<file path="config.mk">
export PLATFORM = sky130hd
export DESIGN_NAME = pattern_source
export DESIGN_NICKNAME = d
export VERILOG_FILES = /design/src/rtl/pattern_source_pkg.sv /design/src/rtl/pattern_next.sv /design/src/rtl/pattern_source.sv
export SDC_FILE = /design/constraint.sdc
export NUM_CORES = 1
export LEC_CHECK = 0
export CORE_AREA = 2 2 67 69
export CTS_CLUSTER_SIZE = 12
export DETAILED_ROUTE_END_ITERATION = 8
export DIE_AREA = 0 0 69 71
export PLACE_DENSITY_LB_ADDON = 0.08
export SLEW_MARGIN = 20
export SYNTH_ARGS = -nofsm -noshare
export SYNTH_HDL_FRONTEND = slang
export SYNTH_SLANG_ARGS = --single-unit
</file>
<file path="constraint.sdc">
create_clock -name clk -period 3.7 [get_ports clk]
set_clock_uncertainty 0.05 [all_clocks]
set_input_delay 0.555 -clock clk [delete_from_list [all_inputs] [get_ports clk]]
set_output_delay 0.555 -clock clk [all_outputs]
set_load 0.02 [all_outputs]
</file>
<file path="src/rtl/pattern_source_pkg.sv">
// Shared types for the pattern source: pattern modes, FSM states and default LFSR taps.
package pattern_source_pkg;

  typedef enum logic [1:0] {
    PAT_CONST = 2'd0,
    PAT_COUNT = 2'd1,
    PAT_WALK  = 2'd2,
    PAT_LFSR  = 2'd3
  } pat_mode_e;

  typedef enum logic [1:0] {
    ST_IDLE = 2'd0,
    ST_RUN  = 2'd1,
    ST_DONE = 2'd2
  } pat_state_e;

  // Galois feedback mask for an 8-bit maximal-length sequence.
  localparam logic [7:0] LFSR_TAPS_W8 = 8'hB8;

endpackage

</file>
<file path="src/rtl/pattern_next.sv">
// Combinational word generator: initial word (init=1) or successor of word (init=0).
// Zero latency, no handshake; LFSR branch present only with PATTERN_SOURCE_LFSR_EN.
module pattern_next
  import pattern_source_pkg::*;
#(
  parameter int                WIDTH = 8,
  parameter logic [WIDTH-1:0]  TAPS  = WIDTH'(LFSR_TAPS_W8)
) (
  input  pat_mode_e          mode,
  input  logic               init,
  input  logic [WIDTH-1:0]   seed,
  input  logic [WIDTH-1:0]   word,
  output logic [WIDTH-1:0]   next_word
);

`ifndef PATTERN_SOURCE_LFSR_EN
  // Taps only matter when the LFSR is built; keep the parameter referenced.
  logic unused_taps;
  assign unused_taps = ^TAPS;
`endif

  always_comb begin
    next_word = word;
    if (init) begin
      case (mode)
        PAT_CONST: next_word = seed;
        PAT_COUNT: next_word = seed;
        PAT_WALK:  next_word = WIDTH'(1);
`ifdef PATTERN_SOURCE_LFSR_EN
        // An all-zero LFSR state would lock up, so substitute 1.
        PAT_LFSR:  next_word = (seed == '0) ? WIDTH'(1) : seed;
`else
        PAT_LFSR:  next_word = '0;
`endif
        default:   next_word = seed;
      endcase
    end else begin
      case (mode)
        PAT_CONST: next_word = word;
        PAT_COUNT: next_word = word + WIDTH'(1);
        PAT_WALK:  next_word = {word[WIDTH-2:0], word[WIDTH-1]};
`ifdef PATTERN_SOURCE_LFSR_EN
        PAT_LFSR:  next_word = (word >> 1) ^ (word[0] ? TAPS : '0);
`else
        PAT_LFSR:  next_word = '0;
`endif
        default:   next_word = word;
      endcase
    end
  end

endmodule

</file>
<file path="src/rtl/pattern_source.sv">
// Burst data source (const/count/walk/LFSR) on valid/ready; first valid 1 cycle after start.
// Data/last hold while stalled. LFSR mode needs PATTERN_SOURCE_LFSR_EN, else mode 3 emits zeros.
module pattern_source
  import pattern_source_pkg::*;
#(
  parameter int               WIDTH     = 8,
  parameter int               LEN_W     = 8,
  parameter logic [WIDTH-1:0] LFSR_TAPS = WIDTH'(LFSR_TAPS_W8)
) (
  input  logic               clk,
  input  logic               reset,
  input  logic               start,
  input  logic [1:0]         mode,
  input  logic [WIDTH-1:0]   seed,
  input  logic [LEN_W-1:0]   burst_len,
  output logic               out_valid,
  input  logic               out_ready,
  output logic [WIDTH-1:0]   out_data,
  output logic               out_last,
  output logic               busy,
  output logic               done
);

  pat_state_e          state_q, state_d;
  pat_mode_e           mode_q;
  pat_mode_e           mode_sel;
  logic [LEN_W-1:0]    len_q;
  logic [LEN_W-1:0]    cnt_q;
  logic [WIDTH-1:0]    data_q;
  logic [WIDTH-1:0]    nxt_word;
  logic                gen_init;
  logic                load;
  logic                adv;
  logic                last_beat;

  // In IDLE the generator produces the first word from the live inputs;
  // otherwise it advances the held word using the latched mode.
  assign gen_init = (state_q == ST_IDLE);
  assign mode_sel = gen_init ? pat_mode_e'(mode) : mode_q;

  pattern_next #(
    .WIDTH (WIDTH),
    .TAPS  (LFSR_TAPS)
  ) u_next (
    .mode      (mode_sel),
    .init      (gen_init),
    .seed      (seed),
    .word      (data_q),
    .next_word (nxt_word)
  );

  assign last_beat = (cnt_q == (len_q - LEN_W'(1)));

  always_comb begin
    state_d   = state_q;
    load      = 1'b0;
    adv       = 1'b0;
    out_valid = 1'b0;
    out_last  = 1'b0;
    busy      = 1'b0;
    done      = 1'b0;
    case (state_q)
      ST_IDLE: begin
        if (start) begin
          if (burst_len != '0) begin
            load    = 1'b1;
            state_d = ST_RUN;
          end else begin
            state_d = ST_DONE;
          end
        end
      end
      ST_RUN: begin
        out_valid = 1'b1;
        out_last  = last_beat;
        busy      = 1'b1;
        if (out_ready) begin
          adv = 1'b1;
          if (last_beat) state_d = ST_DONE;
        end
      end
      ST_DONE: begin
        busy    = 1'b1;
        done    = 1'b1;
        state_d = ST_IDLE;
      end
      default: state_d = ST_IDLE;
    endcase
  end

  always_ff @(posedge clk) begin
    if (reset) begin
      state_q <= ST_IDLE;
      mode_q  <= PAT_CONST;
      len_q   <= '0;
      cnt_q   <= '0;
      data_q  <= '0;
    end else begin
      state_q <= state_d;
      if (load) begin
        mode_q <= pat_mode_e'(mode);
        len_q  <= burst_len;
        cnt_q  <= '0;
        data_q <= nxt_word;
      end else if (adv) begin
        cnt_q  <= cnt_q + LEN_W'(1);
        data_q <= nxt_word;
      end
    end
  end

  assign out_data = data_q;

endmodule

</file>
**Yosys cells after proc, flatten, opt, wreduce, memory -nomap -nowiden**

Index checks and enable logic that the tools add are counted.

- Register bits after elaboration: 28
- Input port bits: 22
- Output and inout bits: 12
- Word-level logic and storage cells: 45

- Add/sub/neg operators: 3
- Equality and inequality tests: 9
- Mux-type cells: 20
- Reductions and logical operators: 8

Operator list:

| operator | count |
|---|---|
| one-hot mux 8 bit (4 select lines) | 1 |
| 2-to-1 mux 8 bit | 3 |
| one-hot mux 8 bit (3 select lines) | 1 |
| adder 8 x 1 -> 8 bit (second input constant) | 2 |
| 2-to-1 mux 2 bit | 5 |
| 2-to-1 mux 1 bit | 9 |
| == test 8 bit | 1 |
| nonzero test 8 bit | 1 |
| subtractor 8 x 1 -> 8 bit (second input constant) | 1 |
| == test 2 bit (second input constant) | 3 |
| != test 2 bit (second input constant) | 3 |
| OR reduction 2 bit | 3 |
| == test 2 x 1 -> 1 bit (second input constant) | 2 |
| logical NOT 2 bit | 2 |
| one-hot mux 2 bit (2 select lines) | 1 |
| AND reduction 3 bit | 1 |
| nonzero test 2 bit | 1 |

**Logic depth before layout (Yosys ltp)**

Gate-level depths: netlist of the first run.

- Depth in word-level cells: 8
- Gate-level depth with buffers: 8
- Gate-level depth less buffers: 7

**Modules after synthesis**

Synthesis of the first run repeated with hierarchy kept, for this count alone.

- Cells, all modules: 235
- Area total of the unflattened synthesis: 1913.1 um2

Modules (own cells, without submodules):

| module | instances | cells an instance | area an instance (um2) | seq. area each (um2) |
|---|---|---|---|---|
| pattern_source | 1 | 174 | 1486.4 | 560.5 |
| pattern_next | 1 | 61 | 426.7 | 0.0 |

**Worst setup path after synthesis of the first run**

No wires, ideal clock.

- Path kind: reg-to-output
- Start: register len_q[0]
- End: output out_last
- Data arrival time: 1.874 ns
- Required time: 3.095 ns
- Path slack: 1.221 ns
- Stages on the path, launching flop included: 7
- Path through: dfxtp_1 > inv_1 > ha_1 > o21ba_1 > a221o_1 > a2111oi_4 > and4_2

- Word-level cells in the longest chain between the ends: 3

Ends and longest elaborated chain:

| what | RTL line | text |
|---|---|---|
| from (decl) | pattern_source.sv:27 | `logic [LEN_W-1:0] len_q;` |
| from (signal assigned) | pattern_source.sv:102 | `len_q <= burst_len;` |
| subtractor 8 x 1 -> 8 bit | pattern_source.sv:52 | `assign last_beat = (cnt_q == (len_q - LEN_W'(1)));` |
| == test 8 bit | pattern_source.sv:52 |  |
| 2-to-1 mux 1 bit | pattern_source.sv:62 | `case (state_q)` |
| to (decl) | pattern_source.sv:19 | `output logic out_last,` |

Every way passes these cells.

**Worst setup path in the final report of the first run**

Same ends and word-level chain as after synthesis.

==> results.rst, run 1 <==
.. list-table::
   :header-rows: 1

   * - Metric
     - Value
   * - Status
     - complete, no violations
   * - Biggest area contributors in the synthesized netlist
     - dfxtp_1, nor2_1, mux2i_1
   * - Die area
     - a little under 0.005 mm^2
   * - Wire per inst
     - ~14 um
   * - Number of routed nets with antenna violations
     - 0
   * - Placed wire-length estimate after detailed placement
     - a little over 3 mm
   * - Final standard cell count with taps included and fillers excluded
     - ~290
   * - Cell-by-cell listing of the critical path
     - inv_1 -> ha_1 -> o21ba_1 -> a221o_1 -> a2111oi_4 -> and4_2 -> clkdlybuf4s50_1
   * - Setup repair after global routing missed its margin
     - no
   * - Maximum level of the CTS H-tree
     - 1
   * - Met2 usage in global routing
     - 0.306
   * - Cell Count Post-Placement
     - roughly 290
   * - Required time at the worst-slack endpoint
     - between 3 and 4 ns
   * - Sequential share of the synthesized area
     - 0.315
   * - Leakage component of the power
     - approximately 0.00077 uW
   * - Post-route minimum period
     - 3.38 ns
   * - Final Total Pwr
     - around 940 uW
   * - Power density over the cells
     - between 400 and 500 mW/mm^2
   * - First-pass GRT wire length
     - roughly 7.0 mm
   * - Met1 capacity usage during global routing
     - 0.221
   * - Remaining max-slew budget at the tightest pin
     - 0.438
   * - Starting density of the core
     - 0.424
   * - Bufs and invs on worst path
     - 2
   * - Leading area contributor after synthesis
     - dfxtp_1
   * - Number of hold buffers added after CTS
     - 0
   * - Final number of setup-violating endpoints
     - 0
   * - Max Clk Rate
     - between 200 and 300 MHz
   * - Clock Tree Root
     - clkbuf_8
   * - FFs w/ async S/R, synth
     - 0
   * - Initial antenna violation count
     - 0
   * - Transition time at the pin with the least slew margin
     - ~0.84 ns
   * - Count of unresolved DRC violations after routing
     - 0
   * - Worst setup EP type
     - output port
   * - Kind of cell adding the most delay to the critical path
     - compound AO/OA/AOI/OAI gates
   * - Sum Neg Setup Slack
     - 0 ns
   * - Most numerous cell in the Yosys netlist
     - nor2_1
   * - Area added between synthesis and finish
     - 22.3%
   * - Leading post-synthesis cells by instance count
     - nor2_1, dfxtp_1, nand2_1, inv_1
   * - Total congestion overflow
     - 0
   * - Startpoint type of the worst setup path
     - register
   * - Pins over their slew limit
     - 0
   * - Number of cells produced by synthesis
     - 215
   * - Layout cells sized above 1
     - 0.0661
   * - IO Port Bufs
     - 33
   * - Number of diodes
     - 0
   * - Post-synth EDFFs
     - 0
   * - Share of the synthesized area in the top cell type
     - 0.315
   * - Total CTS buffers
     - 3
   * - Drt first pass iters
     - 4
   * - Num Clock Sinks
     - 28
   * - Horiz. Die Dim
     - 69 um
   * - Clk buf depth
     - 2
   * - Clock-pin slew of the registers on the worst-case setup and hold paths
     - ~0.09 ns
   * - Nets
     - 272
   * - Post-cts gate resize count
     - 0
   * - CTS tree
     - done
   * - Worst setup slack after layout
     - 0.317 ns
   * - Via count
     - 1615
   * - Share of the clock period used by the worst path
     - 0.914
   * - Slowest cell on crit path
     - clkdlybuf4s50_1
   * - Pin count of the biggest net entering global routing
     - 22
   * - Flop and latch count out of synthesis
     - 28
   * - Post-placement worst setup slack
     - 0.626 ns
   * - Start-to-end type of the worst setup path
     - register to output port
   * - Via count of the first global-routing pass
     - 1499
   * - Synthesized Nets
     - 243
   * - Arrival time of data at the critical path endpoint
     - 2.78 ns
   * - Core box area
     - 0.00420 mm^2
   * - Clk_lat worst skew
     - 0.27 ns
   * - Number of buffers inserted to repair setup after CTS
     - 0
   * - Layer with the highest usage after global routing
     - met2
   * - Distinct cell type count after synthesis
     - between 50 and 60
   * - Cell area after synthesis
     - 0.00178 mm^2
   * - Met3 Track Usage GR
     - 0.0256
   * - Final Hold Viols
     - 0
   * - Largest fanout on the critical path
     - 5
   * - Post-detailed-route via-to-cell ratio
     - around 5.5
   * - Wire length after detailed routing
     - slightly above 4 mm
   * - Largest stage delay on the critical path
     - around 0.59 ns
   * - Placer Congestion
     - ~0.8
   * - Worst IR Drop VDD
     - 174 uV
   * - Initial detailed-routing violation count
     - 90
   * - Overall routing resource usage
     - 0.175
   * - Post-Syn Area per Cell
     - 8.28 um^2
   * - Total number of yosys warnings
     - 0
   * - Most used DFF post-synth
     - dfxtp_1
   * - Class of the tightest hold or removal check
     - register to register
   * - Die Span Y
     - roughly 70 um
   * - FP Rows
     - 24
   * - Max Cap Violations
     - 0
   * - Ports placed on the boundary
     - 34
## state kept, by name, summed over array words and instances (netlist names)
| name | flops |
|---|---|
| len_q | 8 |
| out_data | 8 |
| state_q | 2 |
| mode_q | 2 |
| cnt_q | 8 |
## layout by cell type (no fill, tap or decap), drive strengths merged, types with 2 or more instances in the layout
master,netlist,layout
a22oi,2,2
mux2i,9,9
xor2,7,7
clkbuf,7,3
nand4,4,4
o311ai,2,2
clkdlybuf4s50,0,33
a21oi,6,6
inv,10,10
a311oi,5,5
nand3,9,9
nor2,35,35
nor2b,3,3
ha,6,6
nor3,4,4
nand3b,3,3
nand2,14,14
nor4,4,4
and3,4,4
dfxtp,28,28
a211oi,5,5
a21o,3,3
nand2b,3,3
o21ai,6,6
xnor2,9,9
## per-layer routing
metal,up-vias,part of all wire,routed length [um]
met2,35,0.49,2020
met5,-,0,0
met1,743,0.47,1940
li1,831,-,-
met4,0,0.016,66
met3,6,0.031,129
## where the power goes
| part | switching (uW) | internal (uW) | leakage (uW) |
|---|---|---|---|
| clock network | 94.5 | 73.3 | 0.0000216 |
| registers | 57.3 | 337 | 0.000229 |
| logic | 202 | 178 | 0.000521 |
| total | 354 | 589 | 0.000771 |
## final timing paths
kind                    from           to  slack [ns]  depth (start not counted)
hold / removal      len_q[7]     len_q[7]        0.44                          2
setup reg to reg  state_q[0]  out_data[7]        1.27                          7
hold reg to reg     len_q[7]     len_q[7]        0.44                          2
setup / recovery    len_q[0]     out_last        0.32                          7
## kinds of logic after synthesis
group,count (synthesis),share of synthesized area
fa+ha+maj,6,0.0422
mux,10,0.0569
buf+inv,21,0.0499
compound gates,44,0.210
xor+xnor,16,0.0787
flops,28,0.315
simple gates,90,0.247
## layout make-up
class | instances | area (um^2)
clock buffers | 3 | 41.3
flip-flops and latches | 28 | 561
fillers | 416 | 2030
inverters | 11 | 41.3
well taps | 52 | 65.1
repair buffers | 34 | 338
multi-input cells | 166 | 1130
## tightest hold or removal path, delay by kind of cell (launching register included)
family             cells  cell delay, ns
and+or+nand+nor        1            0.07
AOI/OAI and AO/OA      1            0.06
DFF                    1            0.33
## through the flow
step           area, um^2  hold slack (ns)  utilization
2_1_floorplan        1780            0.414            -
3_3_place_gp         2140            0.432        0.508
3_5_place_dp         2140            0.426        0.508
4_1_cts              2180            0.442        0.518
5_1_grt              2180            0.489        0.518
6_report             2180            0.445        0.518
No activity file was read; power rests on OpenSTA's default activity.
==> run 2: changes to the inputs <==
--- a/config.mk
+++ b/config.mk
@@ -6,6 +6,7 @@
 export NUM_CORES = 1
 export LEC_CHECK = 0
 export CORE_AREA = 2 2 67 69
+export CTS_BUF_LIST = sky130_fd_sc_hd__clkbuf_8
 export CTS_CLUSTER_SIZE = 12
 export DETAILED_ROUTE_END_ITERATION = 8
 export DIE_AREA = 0 0 69 71
==> results of run 2 <==
Final layout, timing and power as in run 1 (identical DEF).
